<file path="src/rtl/miner_pkg.sv">
// Shared types and constants for the miner result path.
// Used by both the host-facing receive and transmit blocks.
package miner_pkg;

  localparam int RESULT_BITS = 288;
  localparam int RESULT_BYTES = RESULT_BITS / 8;
  localparam logic [7:0] SYNC_BYTE_DEFAULT = 8'hA5;

  typedef enum logic [1:0] {
    IDLE,
    SYNC,
    PAYLOAD,
    CSUM
  } tx_state_t;

endpackage

</file>
<file path="src/rtl/result_tx_framer.sv">
// Frames a captured result word as sync + payload + XOR checksum
// bytes over a valid/ready byte stream toward the host link.
module result_tx_framer
  import miner_pkg::*;
#(
  parameter int DATA_BITS = RESULT_BITS,
  parameter logic [7:0] SYNC_BYTE = SYNC_BYTE_DEFAULT
) (
  input  logic                 clk,
  input  logic                 n_rst,
  input  logic                 send_data,
  input  logic [DATA_BITS-1:0] tx_data,
  input  logic                 byte_ready,
  output logic                 byte_valid,
  output logic [7:0]           byte_out,
  output logic                 busy,
  output logic                 dropped
);

  localparam int NBYTES = DATA_BITS / 8;
  localparam logic [5:0] LAST = 6'(NBYTES - 1);

  tx_state_t state, state_d;
  logic [DATA_BITS-1:0] sreg, sreg_d;
  logic [5:0] cnt, cnt_d;
  logic [7:0] csum, csum_d;
  logic [7:0] byte_d;
  logic xfer;

  assign xfer = byte_valid && byte_ready;

  always_comb begin
    state_d = state;
    sreg_d  = sreg;
    cnt_d   = cnt;
    csum_d  = csum;
    unique case (state)
      IDLE: begin
        if (send_data) begin
          sreg_d  = tx_data;
          csum_d  = 8'h00;
          cnt_d   = 6'd0;
          state_d = SYNC;
        end
      end
      SYNC: begin
        if (xfer) state_d = PAYLOAD;
      end
      PAYLOAD: begin
        if (xfer) begin
          csum_d = csum ^ sreg[DATA_BITS-1 -: 8];
          sreg_d = {sreg[DATA_BITS-9:0], 8'h00};
          cnt_d  = cnt + 6'd1;
          if (cnt == LAST) state_d = CSUM;
        end
      end
      CSUM: begin
        if (xfer) state_d = IDLE;
      end
      default: state_d = IDLE;
    endcase
  end

  // Outputs are registered, so they are computed from next-state values.
  always_comb begin
    byte_d = 8'h00;
    unique case (state_d)
      IDLE:    byte_d = 8'h00;
      SYNC:    byte_d = SYNC_BYTE;
      PAYLOAD: byte_d = sreg_d[DATA_BITS-1 -: 8];
      CSUM:    byte_d = csum_d;
      default: byte_d = 8'h00;
    endcase
  end

  always_ff @(posedge clk or negedge n_rst) begin
    if (!n_rst) begin
      state      <= IDLE;
      sreg       <= '0;
      cnt        <= 6'd0;
      csum       <= 8'h00;
      byte_valid <= 1'b0;
      byte_out   <= 8'h00;
      busy       <= 1'b0;
      dropped    <= 1'b0;
    end else begin
      state      <= state_d;
      sreg       <= sreg_d;
      cnt        <= cnt_d;
      csum       <= csum_d;
      byte_valid <= (state_d != IDLE);
      byte_out   <= byte_d;
      busy       <= (state_d != IDLE);
      dropped    <= send_data && (state != IDLE);
    end
  end

endmodule
</file>
<file path="config.mk">
export PLATFORM = sky130hd
export DESIGN_NAME = result_tx_framer
export DESIGN_NICKNAME = d
export VERILOG_FILES = /design/src/rtl/miner_pkg.sv /design/src/rtl/result_tx_framer.sv
export SDC_FILE = /design/constraint.sdc
export NUM_CORES = 1
export LEC_CHECK = 0
export BUFFER_PORTS_ARGS = -buffer_cell sky130_fd_sc_hd__buf_2
export CORE_MARGIN = 2
export CORE_UTILIZATION = 49
export DETAILED_ROUTE_END_ITERATION = 8
export PLACE_DENSITY = 0.79
export SLEW_MARGIN = 10
export SYNTH_ARGS = -nofsm -noshare
export SYNTH_HDL_FRONTEND = slang
export SYNTH_SLANG_ARGS = --single-unit
</file>
<file path="constraint.sdc">
create_clock -name clk -period 1.85 [get_ports clk]
set_clock_uncertainty 0.15 [all_clocks]
set_input_delay 0.185 -clock clk [delete_from_list [all_inputs] [get_ports clk]]
set_output_delay 0.185 -clock clk [all_outputs]
set_load 0.01 [all_outputs]
</file>
[Word-level counts from Yosys, hierarchy flattened]
Index checks and enable logic that the tools add are counted.
Operators by class
  equal/unequal tests: 9
  add/subtract/negate cells: 1
  bitwise logic cells: 1
  muxes and demuxes: 16
  reduce and logical (&&, ||, !) cells: 8
Operator list (count)
  2-to-1 mux 288 bit: 2
  case mux 288 bit (2 select lines): 1
  case mux 8 bit (4 select lines): 1
  2-to-1 mux 8 bit: 2
  case mux 8 bit (2 select lines): 1
  2-to-1 mux 6 bit: 2
  case mux 6 bit (2 select lines): 1
  2-to-1 mux 2 bit: 5
  equality test 2 bit, second input constant: 4
  case mux 2 bit (4 select lines): 1
  XOR 8 bit: 1
  adder 6 x 1 -> 6 bit, second input constant: 1
  equality test 6 bit, second input constant: 1
  nonzero test 2 bit: 3
  equality test 2 x 1 -> 1 bit, second input constant: 2
  zero test 2 bit: 2
  != test 2 bit, second input constant: 2
  AND reduction 3 bit: 1
  logical AND 1 bit: 2
Word-level totals
  output and inout bits: 11
  register bits after elaboration: 314
  word-level logic and storage cells: 43
  input bits: 292

[Logic depth before layout (Yosys ltp)]
  depth in word-level cells: 6
  mapped depth: 9
  mapped depth without buffers: 5

[Worst setup path before layout]
OpenSTA, ideal clock, no wires.
  path kind: register to register
  start point: register state[1]
  end point: register byte_out[4]
  buffers on the path: 3
  path slack: 0.075 ns
  data arrival time: 1.504 ns
  required time: 1.579 ns
  library setup time: 0.121 ns
  cell stages (with the launch flop): 8
  period minus slack after synthesis: 1.775 ns
  cell sequence: dfrtp_1 clkbuf_2 and4b_1 buf_6 buf_6 a22o_1 a21o_1 a22o_1
Between the ends
  elaborated cells on any way between the ends: 17
  those cells by class: eq/ne: 6; mux: 9; reduce/logical: 2
RTL lines
  start: declaration: RTL line result_tx_framer.sv:23  | tx_state_t state, state_d;
  start signal: assignment: RTL line result_tx_framer.sv:87  | state <= state_d;
  equality test 2 bit or zero test 2 bit (tied branches): RTL line result_tx_framer.sv:37  | unique case (state)
  case mux 288 bit (2 select lines) *: RTL line result_tx_framer.sv:37
  named net sreg_d[284]: RTL line result_tx_framer.sv:24  | logic [DATA_BITS-1:0] sreg, sreg_d;
  case mux 8 bit (4 select lines) *: RTL line result_tx_framer.sv:67  | unique case (state_d)
  named net byte_d[4]: RTL line result_tx_framer.sv:27  | logic [7:0] byte_d;
  end signal: assignment: RTL line result_tx_framer.sv:92  | byte_out <= byte_d;
  end: declaration: RTL line result_tx_framer.sv:15  | output logic [7:0] byte_out,
The timed path passes the listed nets; every way through them passes the cells marked *.
A chain may end at the register's enable or synchronous reset.

[Worst setup path after layout]
  start point: register state[1]
  end point: register byte_out[7]
Between the ends
  cells in the longest elaborated chain, start to end: 5
  elaborated cells on any way between the ends: 17
  those cells by class: eq/ne: 6; mux: 9; reduce/logical: 2
RTL lines
  2-to-1 mux 2 bit: RTL line result_tx_framer.sv:54  | if (cnt == LAST) state_d = CSUM;
  2-to-1 mux 2 bit: RTL line result_tx_framer.sv:50  | if (xfer) begin
  case mux 2 bit (4 select lines): RTL line result_tx_framer.sv:37
  equality test 2 bit (tied with other cells): RTL line result_tx_framer.sv:67
  case mux 8 bit (4 select lines) *: RTL line result_tx_framer.sv:67
  named net byte_d[7]: RTL line result_tx_framer.sv:27
Marks and branches as above.

==> impl_summary.txt <==
----------------------------------------------------
[Status]
  Result of the run ... finished, final reports clean

[Global routing]
  Global-route wire length before repair ... 74.43 mm
  Gr ovfl total ... 0
  All-layer global routing usage ... 0.3292
  Initial antenna violation count ... 7
  Maximum number of pins on one net before global-route repair ... 94
  Vias in the first global route ... 14220

[STA]
  Sum Neg Setup Slack ... 0 ns
  Actual transition at the worst max-transition pin ... 0.4910 ns
  Slew margin rel. ... 0.6726
  Final period utilization ... 0.9964
  Setup WS post-layout ... 0.006625 ns
  Number of failing hold endpoints at the final stage ... 0
  Count of endpoints failing setup in the final report ... 0
  RSZ-0062 raised after global routing ... yes
  Max Fclk ... 542.5 MHz
  Final count of pins violating max slew ... 0
  Fin crit period ... 1.843 ns

[Synth]
  Largest family of logic cells by synthesized area ... compound AO/OA/AOI/OAI gates
  Net count after synthesis ... 1634
  Post-synth EDFFs ... 0
  Multiplexer fraction of the synthesized cell area ... 0.002971
  Distinct cell type count of the synthesized netlist ... 35
  Fraction of synthesized cell area in xor and xnor cells ... 0.002600
  Post-Synthesis Cell Area ... 13470 µm²
  Share of synthesized flip-flops with an asynchronous set or reset ... 1.000
  Register bit total from synthesis ... 314
  Ys Warns ... 0
  Share of synthesized cell area in and, or, nand and nor gates ... 0.1719
  Number of cells produced by synthesis ... 1341
  Mean instance size in the synthesized netlist ... 10.05 µm²
  Most used DFF post-synth ... sky130_fd_sc_hd__dfrtp_1
  Sequential-to-total area share from yosys stat ... 0.5832
  Synth Area in Compound Gates ... 0.1800
  Post-synthesis share of cell area spent on full adders, half adders and majority gates ... 0.0009286

[Drt]
  Number of routed nets with antenna violations ... 0
  Routed Wire Length ... 48.22 mm
  Initial DRC Count ... 1352
  Vias post-DR ... 13480
  Number of iterations in the first detailed-routing pass ... 6
  DRC viols ... 0
  DR WL/cell ... 20.63 µm
  Average vias per placed instance ... 5.766

[Worst hold path]
  Hold crit path type ... input port to async pin

[Clock tree]
  Worst-Skew Late Latency ... 0.51 ns
  Clock tree root buffer cell ... sky130_fd_sc_hd__clkbuf_16
  Deepest level of the CTS H-tree ... 2
  Maximum number of buffers from clock root to sink ... 3
  Number of buffers inserted during clock tree synthesis ... 34
  Clock tree from TritonCTS ... done
  Clock sink count ... 314
  Clock Pin Slew Worst Setup and Hold Paths ... 0.06 ns

[Flow run]
  Count of maximum capacitance violations ... 0

[Setup path]
  Top fanout value on the critical path ... 8
  Required time at the endpoint of the critical path ... 2.10 ns
  Setup crit end kind ... register
  Crit path kind ... register to register
  Arr. time, crit path ... 2.09 ns
  Sort of element at the start of the critical path ... register

[Power and ir drop]
  Static leakage ... 10.22 nW
  Max rail drop VDD ... 1.030 mV
  Cell Pwr Density ... 1501 nW/µm²

[Layout]
  Post-route cell area ... 19930 µm²
  Layout cell share with drive strength beyond 1 ... 0.2325
  Area Growth Syn to Fin ... 47.92%
  Final-stage net count ... 2254
  Layout fillers ... 1667

[Floorplanning]
  Die width ... 169.8 µm
  DIE AREA ... 28840 µm²
  Core Footprint ... 26950 µm²
  Vertical die dimension ... 169.8 µm
  Number of top-level design ports ... 303
  Starting density of the core ... 0.5000
  Num rows ... 60

[Placement]
  HPWL reported at the end of detailed placement ... 25.26 mm
  Placed inst area ... 15620 µm²
  Port Buffer Count ... 302
  Gp weighted congestion ... 0.8754
  Setup Slack @ Placement ... -0.07330 ns

----------------------------------------------------
## cells in the mapped netlist, types with 3 or more instances
cell type	count	area [µm²]
sky130_fd_sc_hd__and3_1	3	18.77
sky130_fd_sc_hd__clkbuf_1	15	56.30
sky130_fd_sc_hd__nor2_1	4	15.01
sky130_fd_sc_hd__a21o_1	8	60.06
sky130_fd_sc_hd__nand2_1	562	2110
sky130_fd_sc_hd__o21a_1	4	30.03
sky130_fd_sc_hd__buf_4	5	37.54
sky130_fd_sc_hd__o221ai_1	3	26.28
sky130_fd_sc_hd__a22oi_1	272	2042
sky130_fd_sc_hd__dfrtp_1	314	7858
sky130_fd_sc_hd__o2bb2ai_1	3	26.28
sky130_fd_sc_hd__o21ai_0	7	35.03
sky130_fd_sc_hd__or3_1	3	18.77
sky130_fd_sc_hd__nand4_1	5	31.28
sky130_fd_sc_hd__buf_6	45	506.7
sky130_fd_sc_hd__a22o_1	21	183.9
sky130_fd_sc_hd__buf_2	35	175.2
sky130_fd_sc_hd__xor2_1	4	35.03
sky130_fd_sc_hd__mux2i_1	4	40.04
sky130_fd_sc_hd__nand3_1	7	35.03
## report_power, final
part / leakage (nW) / internal [mW] / switching (mW) / total [mW]
logic: 5.71 / 4.43 / 5.87 / 10.3
clock network: 0.577 / 4.32 / 2.87 / 7.19
registers: 3.93 / 10.1 / 2.30 / 12.4
total: 10.2 / 18.9 / 11.0 / 29.9
## cells by family (layout without fill, tap and decap cells)
logic type | count (synthesis) | in the layout
xor+xnor | 4 | 4
simple gates | 594 | 594
other cells | 0 | 10
buf+inv | 103 | 749
mux | 4 | 4
compound gates | 321 | 321
flops | 314 | 314
fa+ha+maj | 1 | 1
## routing by layer
metal | global-route usage | up-vias | part of all wire
met5 | 0 | - | 0
met4 | 0.1802 | 0 | 0.055
met3 | 0.07140 | 217 | 0.080
met2 | 0.5638 | 823 | 0.49
met1 | 0.3879 | 6534 | 0.37
li1 | - | 5908 | -
## cells in the final DEF (no fill, tap or decap), types with 7 or more instances in the layout
cell type                         n
sky130_fd_sc_hd__buf_12          23
sky130_fd_sc_hd__diode_2         10
sky130_fd_sc_hd__dfrtp_1        314
sky130_fd_sc_hd__buf_6           10
sky130_fd_sc_hd__dlygate4sd3_1  291
sky130_fd_sc_hd__a22o_1          21
sky130_fd_sc_hd__clkbuf_16       40
sky130_fd_sc_hd__a21o_1           8
sky130_fd_sc_hd__nand2_1        561
sky130_fd_sc_hd__buf_2          301
sky130_fd_sc_hd__a22oi_1        268
sky130_fd_sc_hd__nand3_1          7
sky130_fd_sc_hd__buf_4           54
## cell type report
cell class,instances,area [µm²],area share
Tap cell,341,426.7,0.02141
Timing Repair Buffer,685,5543,0.2781
Sequential cell,314,7858,0.3942
Multi-Input combinational cell,924,4890,0.2453
Clock buffer,49,1031,0.05173
Inverter,2,7.507,0.0003766
Antenna cell,10,25.02,0.001255
Clock inverter,13,151.4,0.007596
## path summary, 6_finish.rpt
path / from / to / slack [ns] / cells after the start
worst max register to register: state[1] / byte_out[7] / 0.007 / 4
min in group clk: tx_data[164] / sreg[164] / 0.27 / 4
worst min-delay path: n_rst / sreg[50] / 0.06 / 2
worst min register to register: sreg[100] / sreg[100] / 0.33 / 2
max in group asynchronous: n_rst / sreg[24] / 0.74 / 3
worst max-delay path: state[1] / byte_out[7] / 0.007 / 4
## registers in the layout, indices dropped and copies added, names as in the netlist
| register | flops |
|---|---|
| state | 2 |
| cnt | 6 |
| dropped | 1 |
| csum | 8 |
| sreg | 288 |
| busy | 1 |
| byte_out | 8 |
## worst max-delay path: stages, from the launching register on
cell and delay (ns):
sky130_fd_sc_hd__dfrtp_1 0.39, sky130_fd_sc_hd__buf_6 0.13, sky130_fd_sc_hd__or3b_1 0.52, sky130_fd_sc_hd__a31oi_1 0.30
sky130_fd_sc_hd__a2bb2o_4 0.24
## what timing repair did
action,CTS,global route
pin swaps,0,5
resized for setup,2,22
hold buffers,291,0
endpoints found under the hold margin,610,0
endpoints found under the setup margin,6,114
setup buffers,0,2
gates cloned,0,3
## through the flow
stage | hold WS (ns) | total power [mW] | instances | utilization
6_report | 0.06125 | 29.91 | 2338 | 0.7396
5_1_grt | 0.09830 | 31.55 | 2335 | 0.7393
4_1_cts | 0.07582 | 28.62 | 2323 | 0.7318
3_5_place_dp | 0.001969 | 20.89 | 1970 | 0.5794
3_3_place_gp | 0.004936 | 20.47 | 1970 | 0.5794
2_1_floorplan | -0.2606 | 17.96 | 1341 | -
No activity file was read; power rests on OpenSTA's default activity.
